**config.mk**
```make
export PLATFORM = sky130hd
export DESIGN_NAME = h3_matrix_regenerator
export DESIGN_NICKNAME = d
export VERILOG_FILES = /design/src/rtl/h3_matrix_regenerator.sv
export SDC_FILE = /design/constraint.sdc
export NUM_CORES = 1
export LEC_CHECK = 0
export CAP_MARGIN = 20
export CORE_UTILIZATION = 49
export DETAILED_ROUTE_END_ITERATION = 8
export GPL_TIMING_DRIVEN = 1
export PLACE_DENSITY = 0.87
export SYNTH_ARGS = -nofsm -noshare
export SYNTH_HDL_FRONTEND = slang
export SYNTH_SLANG_ARGS = --single-unit
```
**constraint.sdc**
```tcl
create_clock -name clk -period 4.8 [get_ports clk]
set_input_delay 1.44 -clock clk [delete_from_list [all_inputs] [get_ports clk]]
set_output_delay 1.44 -clock clk [all_outputs]
set_load 0.02 [all_outputs]
```
**src/rtl/h3_matrix_regenerator.sv**
```systemverilog
// rtl/h3_matrix_regenerator.sv - H3 hash matrix regenerator: Galois LFSR rows into a shadow bank, atomic swap to active
module h3_matrix_regenerator #(
   parameter int                    NUMBER_OF_TABLES = 4,
   parameter int                    HASH_ADR_WIDTH   = 5,
   parameter int                    KEY_WIDTH        = 2,
   parameter int                    LFSR_WIDTH       = 32,
   parameter logic [LFSR_WIDTH-1:0] TAPS             = 32'h8020_0003,
   parameter logic [LFSR_WIDTH-1:0] SEED             = 32'h0000_0001,
   parameter bit                    REJECT_ZERO_ROWS = 1'b1,
   parameter bit                    AUTO_COMMIT      = 1'b1
) (
   input  logic                                                 clk,
   input  logic                                                 reset,
   input  logic                                                 regen_i,
   input  logic                                                 commit_i,
   input  logic                                                 seed_load_i,
   input  logic [LFSR_WIDTH-1:0]                                seed_i,
   output logic [NUMBER_OF_TABLES*HASH_ADR_WIDTH*KEY_WIDTH-1:0] matrixes_o,
   output logic                                                 valid_o,
   output logic                                                 busy_o,
   output logic                                                 pending_o,
   output logic                                                 done_o
);

   localparam int MW    = NUMBER_OF_TABLES * HASH_ADR_WIDTH * KEY_WIDTH;
   localparam int ROW_W = (HASH_ADR_WIDTH > 1) ? $clog2(HASH_ADR_WIDTH) : 1;
   localparam int TAB_W = (NUMBER_OF_TABLES > 1) ? $clog2(NUMBER_OF_TABLES) : 1;
   localparam logic [ROW_W-1:0] ROW_LAST = ROW_W'(HASH_ADR_WIDTH - 1);
   localparam logic [TAB_W-1:0] TAB_LAST = TAB_W'(NUMBER_OF_TABLES - 1);

   typedef enum logic [1:0] {
      S_IDLE    = 2'd0,
      S_GEN     = 2'd1,
      S_PENDING = 2'd2
   } state_t;

   state_t                  state;
   state_t                  state_next;
   logic [LFSR_WIDTH-1:0]   lfsr;
   logic [LFSR_WIDTH-1:0]   lfsr_adv;
   logic [LFSR_WIDTH-1:0]   seed_eff;
   logic [KEY_WIDTH-1:0]    cand;
   logic [MW-1:0]           shadow;
   logic [MW-1:0]           shadow_next;
   logic [ROW_W-1:0]        row_cnt;
   logic [TAB_W-1:0]        tab_cnt;
   logic                    init_run;
   logic                    in_gen;
   logic                    accept;
   logic                    last_row;
   logic                    row_write;
   logic                    swap_gen;
   logic                    swap_commit;
   logic                    seed_take;
   logic                    clear_cnt;

   // KEY_WIDTH chained Galois steps per cycle; candidate bit k is the output bit of step k
   always_comb begin
      lfsr_adv = lfsr;
      cand     = '0;
      for (int k = 0; k < KEY_WIDTH; k++) begin
         cand[k]  = lfsr_adv[0];
         lfsr_adv = (lfsr_adv >> 1) ^ (lfsr_adv[0] ? TAPS : '0);
      end
   end

   // Shadow bank with the current candidate placed at the addressed row
   always_comb begin
      shadow_next = shadow;
      for (int t = 0; t < NUMBER_OF_TABLES; t++) begin
         for (int r = 0; r < HASH_ADR_WIDTH; r++) begin
            if (tab_cnt == TAB_W'(t) && row_cnt == ROW_W'(r)) begin
               shadow_next[(t*HASH_ADR_WIDTH + r)*KEY_WIDTH +: KEY_WIDTH] = cand;
            end
         end
      end
   end

   assign seed_eff    = (seed_i == '0) ? SEED : seed_i;
   assign in_gen      = (state == S_GEN);
   assign accept      = !(REJECT_ZERO_ROWS && (cand == '0));
   assign last_row    = (tab_cnt == TAB_LAST) && (row_cnt == ROW_LAST);
   assign row_write   = in_gen && accept;
   // The post-reset run always publishes its result, even in manual-commit mode
   assign swap_gen    = row_write && last_row && (AUTO_COMMIT || init_run);
   // A simultaneous regen request wins over commit
   assign swap_commit = (state == S_PENDING) && commit_i && !regen_i;
   assign seed_take   = !in_gen && seed_load_i;
   assign clear_cnt   = !in_gen && regen_i;

   // State register
   always_ff @(posedge clk or posedge reset) begin
      if (reset) state <= S_GEN;
      else       state <= state_next;
   end

   // Next-state logic
   always_comb begin
      state_next = state;
      case (state)
         S_IDLE: begin
            if (regen_i) state_next = S_GEN;
         end
         S_GEN: begin
            if (row_write && last_row) state_next = (AUTO_COMMIT || init_run) ? S_IDLE : S_PENDING;
         end
         S_PENDING: begin
            if (regen_i)       state_next = S_GEN;
            else if (commit_i) state_next = S_IDLE;
         end
         default: state_next = S_IDLE;
      endcase
   end

   // State-decoded status outputs
   always_comb begin
      busy_o    = (state == S_GEN);
      pending_o = (state == S_PENDING);
   end

   // LFSR advances only while generating; seeds are taken only outside generation
   always_ff @(posedge clk or posedge reset) begin
      if (reset)          lfsr <= SEED;
      else if (in_gen)    lfsr <= lfsr_adv;
      else if (seed_take) lfsr <= seed_eff;
   end

   // Row/table counters step on accepted rows, rows inner and tables outer
   always_ff @(posedge clk or posedge reset) begin
      if (reset) begin
         row_cnt <= '0;
         tab_cnt <= '0;
      end else if (clear_cnt) begin
         row_cnt <= '0;
         tab_cnt <= '0;
      end else if (row_write) begin
         if (row_cnt == ROW_LAST) begin
            row_cnt <= '0;
            tab_cnt <= (tab_cnt == TAB_LAST) ? '0 : tab_cnt + TAB_W'(1);
         end else begin
            row_cnt <= row_cnt + ROW_W'(1);
         end
      end
   end

   // Shadow bank capture of accepted rows
   always_ff @(posedge clk or posedge reset) begin
      if (reset)          shadow <= '0;
      else if (row_write) shadow <= shadow_next;
   end

   // Marks the automatic run after reset until its last row lands
   always_ff @(posedge clk or posedge reset) begin
      if (reset)                      init_run <= 1'b1;
      else if (row_write && last_row) init_run <= 1'b0;
   end

   // Active bank: changes only on a swap edge, with a one-cycle done pulse
   always_ff @(posedge clk or posedge reset) begin
      if (reset) begin
         matrixes_o <= '0;
         valid_o    <= 1'b0;
         done_o     <= 1'b0;
      end else begin
         done_o <= swap_gen || swap_commit;
         if (swap_gen) begin
            matrixes_o <= shadow_next;
            valid_o    <= 1'b1;
         end else if (swap_commit) begin
            matrixes_o <= shadow;
            valid_o    <= 1'b1;
         end
      end
   end

endmodule

```
# ---- Word-level counts from Yosys, hierarchy flattened
# Cells that the tools add are included.
dict set report classes {
  add_sub_neg 2
  eq_ne 12
  n_mux 41
  bitwise_logic 2
  n_reduce_logical 41
}
# op count
set op_table {}
lappend op_table {{$mux W32} 5}
lappend op_table {{$mux W40} 2}
lappend op_table {{$xor A31 B32 Y32} 2}
lappend op_table {{$mux W2} 28}
lappend op_table {{$logic_not A32 Y1} 1}
lappend op_table {{$logic_and A1 B1 Y1} 26}
lappend op_table {{$mux W3} 3}
lappend op_table {{$reduce_bool A2 Y1} 4}
lappend op_table {{$eq A2 B2 Y1 const B} 3}
lappend op_table {{$eq A3 B2 Y1 const B} 2}
lappend op_table {{$logic_not A2 Y1} 3}
lappend op_table {{$pmux W2 S3} 1}
lappend op_table {{$eq A2 B1 Y1 const B} 2}
lappend op_table {{$add A3 B1 Y3 const B} 1}
lappend op_table {{$eq A3 B1 Y1 const B} 1}
lappend op_table {{$eq A3 B3 Y1 const B} 1}
lappend op_table {{$logic_not A1 Y1} 3}
lappend op_table {{$logic_not A3 Y1} 1}
lappend op_table {{$ne A3 B3 Y1 const B} 1}
lappend op_table {{$reduce_and A3 Y1} 1}
lappend op_table {{$add A2 B1 Y2 const B} 1}
lappend op_table {{$mux W1} 2}
lappend op_table {{$ne A2 B1 Y1 const B} 1}
lappend op_table {{$ne A2 B2 Y1 const B} 1}
lappend op_table {{2 further kinds} 2}
dict set report totals {
  reg_bits 121
  in_bits 37
}

# ---- Logic depth before layout (Yosys ltp)
dict set report logic_depth {
  ltp_word 8
  depth_mapped 10
  mapped_depth_nobuf 7
}

# ---- Worst setup path before layout
# No wires, ideal clock.
dict set report synth_path {
  kind {in2reg}
  start {input port seed_load_i}
  end {register lfsr[10]}
  setup_ns 0.133
  arrival_ns 2.162
  t_required_ns 4.667
  setup_slack_ns 2.505
  path_stages 4
  path_cell_list {clkbuf_1 -> buf_2 -> mux2i_1 -> o21ai_0}
}
dict set report synth_via {
  elab_chain_cells 2
}
# item line
set synth_lines {}
lappend synth_lines {{start, declared} 16} ;# input logic seed_load_i,
lappend synth_lines {{$logic_and A1 B1 Y1} 88} ;# assign seed_take = !in_gen && seed_load_i;
lappend synth_lines {{$reduce_bool A2 Y1 (no line)} -}
lappend synth_lines {{end signal, assigned} 124} ;# else if (in_gen) lfsr <= lfsr_adv;
lappend synth_lines {{end, declared} 39} ;# logic [LFSR_WIDTH-1:0] lfsr;
# No other way between the ends.
# A chain may end at the register's enable or synchronous reset.

# ---- Worst setup path in the final report
dict set report layout_path {
  start {register state[0]}
  end {output port busy_o}
}
dict set report layout_via {
  elab_chain_cells 1
}
# item line
set layout_lines {}
lappend layout_lines {{start, declared} 37} ;# state_t state;
lappend layout_lines {{start signal, assigned} 94} ;# else state <= state_next;
lappend layout_lines {{$eq A2 B1 Y1} 117} ;# busy_o = (state == S_GEN);
lappend layout_lines {{end, declared} 20} ;# output logic busy_o,
# No other way between the ends.

==> impl_metrics.py <==
metrics = {
    "placement": {
        "hpwl_um": 7840,
        "dp.cells": 702,
        "dp_slack_ps": 1650,
        "routabilityCongestion": 0.805,
        "numPortBuffers": 78,
    },
    "final_layout": {
        "syn2layout_area_growth_pct": 23.7,
        "layout.nets": 628,
        "insertedDiodeCount": 0,
        "drive_above_1_share_pct": 15.0,
        "fin_cells": 732,
    },
    "timing": {
        "tightest_slew_ps": 962,
        "setup_viol": 0,
        "holdWs_ps": 472,
        "skew_ps": 8.51,
        "slew_violations": 0,
        "final.setup.tns_ps": 0,
        "min_period_ps": 3690,
        "timing.final.crit_share_pct": 76.8,
        "max_freq_mhz": 271,
        "rsz0062_at_grt": "no",
        "hold_violations": 0,
        "max_slew_margin_pct": 35.9,
        "setup_ws_ps": 1110,
    },
    "critical_path": {
        "crit_chain": "buf_4 -> clkdlybuf4s50_1",
        "worst-path-buf-inv": 2,
        "ff2ff_path_depth": 8,
        "path_depth": 2,
        "r2r_slack_ps": 1610,
        "crit_slowest_cell": "clkdlybuf4s50_1",
        "crit_required_ps": 3360,
        "r2r-start": "lfsr[0]$_DFFE_PP1P_",
        "critPathTopFamily": "buffers and inverters",
        "end_kind": "primary output",
        "reg2reg_to": "matrixes_o[39]$_DFFE_PP0P_",
        "path_class": "flop to primary output",
        "cp_max_fo": 73,
        "critPathArrivalTime_ps": 2250,
        "endpoint": "busy_o",
        "worstSetupStartpoint": "state[0]$_DFFE_PP1P_",
        "cp-start-kind": "flop",
        "slowest_delay_ps": 740,
    },
    "logic_synthesis": {
        "ys_seq_area_share_pct": 53.7,
        "ys_types": 35,
        "yosysWarnings": 0,
        "synthTopCellsByArea": "dfrtp_1, mux2i_1, nand2_1",
        "ys_seq_elements": 118,
        "syn_area_um2": 5510,
        "synth_edf_count": 0,
        "syn_inst": 512,
        "synth_top_area_share_pct": 52.7,
        "synth_area_leader_cell": "dfrtp_1",
        "async_flop_share_pct": 100,
        "syn_nets": 559,
        "avgSynthCellArea_um2": 10.8,
        "synth_flop_cell": "dfrtp_1",
    },
    "cts": {
        "clockRootBuffer": "clkbuf_8",
        "cts_tree": "built",
        "cts-buffers-inserted": 17,
        "htreeDepth": 4,
        "postCtsHoldBufs": 0,
        "clock_latency_ps": 500,
        "clk_pin_slew_worst_paths_ps": 50,
        "ctsResizeCount": 0,
        "cts_buffer_depth": 2,
        "postCtsSetupRepairBufs": 0,
        "clock-sinks": 118,
    },
    "detailed_routing": {
        "vias": 3993,
        "drc": 0,
        "first_iter_violations": 257,
        "viasPerCell": 5.45,
        "wl_per_cell_um": 16.1,
        "routed_wirelength_um": 11800,
        "first_pass_iters": 5,
        "ant_nets": 0,
    },
    "power_and_ir_drop": {
        "ir_worst_vdd_mv": 0.336,
        "leakagePower_uw": 0.00329,
        "p_per_area_nw_per_um2": 668,
    },
    "global_routing": {
        "grt_pass1_wl_um": 19600,
        "grt-ovfl-total": 0,
        "grt_use_met1_pct": 27.0,
        "grt_busiest_layer": "met2",
        "grt_max_degree": 79,
        "grt_usage_pct": 21.8,
        "antenna_found_initial": 0,
        "grt_pass1_vias": 4087,
        "grtUsageMet2_pct": 37.7,
        "met3_usage_pct": 4.88,
    },
    "worst_hold_path": {
        "hp-class": "flop to flop",
    },
    "job": {
        "drv_cap": 0,
    },
    "floorplan": {
        "fp.dieH_um": 108,
        "dieArea_um2": 11700,
        "fp.dieW_um": 108,
        "start_util_pct": 50.6,
        "core_um2": 10900,
        "num_rows": 38,
        "io_pins": 81,
    },
    "run_status": {
        "status": "finished, final reports clean",
    },
}
==> final cells by class <==
cell class                 count  area [µm²]
inverter                       9        37.5
clock inverter                 5        50.0
fill                         855        4080
multi-input combinational    352        2320
timing repair buffer          83         813
clock buffer                  25         464
sequential                   118        2960
tap                          140         175
==> routing by layer <==
metal	share of wire (%)	up-vias
li1	-	1877
met1	42	1982
met2	53	115
met4	0.96	0
met3	4.7	19
met5	0	-
==> logic make-up (layout without fill, tap and decap cells) <==
logic type | count (synthesis) | in the layout | synth area share (%)
AO/OA/AOI/OAI | 75 | 75 | 8.34
flip-flops | 118 | 118 | 53.7
XOR/XNOR | 4 | 4 | 0.636
adder cells (fa/ha/maj) | 10 | 10 | 2.27
buffers and inverters | 42 | 122 | 4.27
AND/OR/NAND/NOR | 166 | 166 | 12.5
other | 1 | 1 | 0.0681
multiplexers | 96 | 96 | 18.2
==> cells in the mapped netlist (8+ instances only) <==
| cell | number |
|---|---|
| mux2_2 | 34 |
| buf_6 | 8 |
| o21ai_1 | 12 |
| mux2i_1 | 62 |
| nor2_1 | 21 |
| clkbuf_1 | 15 |
| ha_1 | 10 |
| o21ai_2 | 18 |
| nand2_1 | 117 |
| inv_1 | 8 |
| dfrtp_1 | 116 |
| nand3_1 | 8 |
| nor4_1 | 8 |
| o21ai_0 | 37 |
==> placed cells by master, fill, tap and decap left out, types with 6 or more instances in the layout <==
| cell | synthesis | layout |
|---|---|---|
| nand3_1 | 8 | 8 |
| mux2_2 | 34 | 34 |
| nor2_1 | 21 | 21 |
| o21ai_2 | 18 | 18 |
| o21ai_0 | 37 | 37 |
| nor4_1 | 8 | 8 |
| clkbuf_16 | 0 | 16 |
| clkdlybuf4s50_1 | 0 | 77 |
| clkbuf_1 | 15 | 6 |
| ha_1 | 10 | 10 |
| nand2_1 | 117 | 117 |
| inv_1 | 8 | 7 |
| dfrtp_1 | 116 | 116 |
| o21ai_1 | 12 | 12 |
| mux2i_1 | 62 | 62 |
==> through the flow <==
step	instance area, µm²	util [%]	power [µW]
floorplan	5510	-	2830
global placement	6300	57.8	3310
detailed placement	6300	57.8	3420
CTS	6810	62.6	4560
global route	6810	62.6	4820
finish	6810	62.6	4550
==> sequential cells by signal, indices dropped and copies added (netlist names) <==
name	cells
matrixes_o	40
lfsr	32
done_o	1
shadow	38
state	1
row_cnt	3
valid_o	1
tab_cnt	2
==> worst min-delay path by stage <==
stage / start / to / slack, ps / cells after the start
2_1_floorplan: shadow[0]$_DFFE_PP0P_ / matrixes_o[0]$_DFFE_PP0P_ / 430 / 2
3_3_place_gp: valid_o$_DFFE_PP0P_ / valid_o$_DFFE_PP0P_ / 450 / 1
3_5_place_dp: shadow[1]$_DFFE_PP0P_ / matrixes_o[1]$_DFFE_PP0P_ / 470 / 2
4_1_cts: shadow[1]$_DFFE_PP0P_ / matrixes_o[1]$_DFFE_PP0P_ / 470 / 2
5_1_grt: matrixes_o[22]$_DFFE_PP0P_ / matrixes_o[22]$_DFFE_PP0P_ / 490 / 2
6_report: shadow[1]$_DFFE_PP0P_ / matrixes_o[1]$_DFFE_PP0P_ / 470 / 2
==> tightest hold or removal path: cells and delay by family, from the launching register on <==
kind             cells  cell delay, ps
and+or+nand+nor      2             100
DFF                  1             340
==> report_power, final <==
| group | switching [µW] | internal [µW] | leakage (µW) |
|---|---|---|---|
| Sequential | 308 | 1450 | 0.00149 |
| Clock | 402 | 703 | 0.000256 |
| Combinational | 935 | 753 | 0.00155 |
| Total | 1640 | 2900 | 0.00329 |
Power figures use the tool's default switching activity.
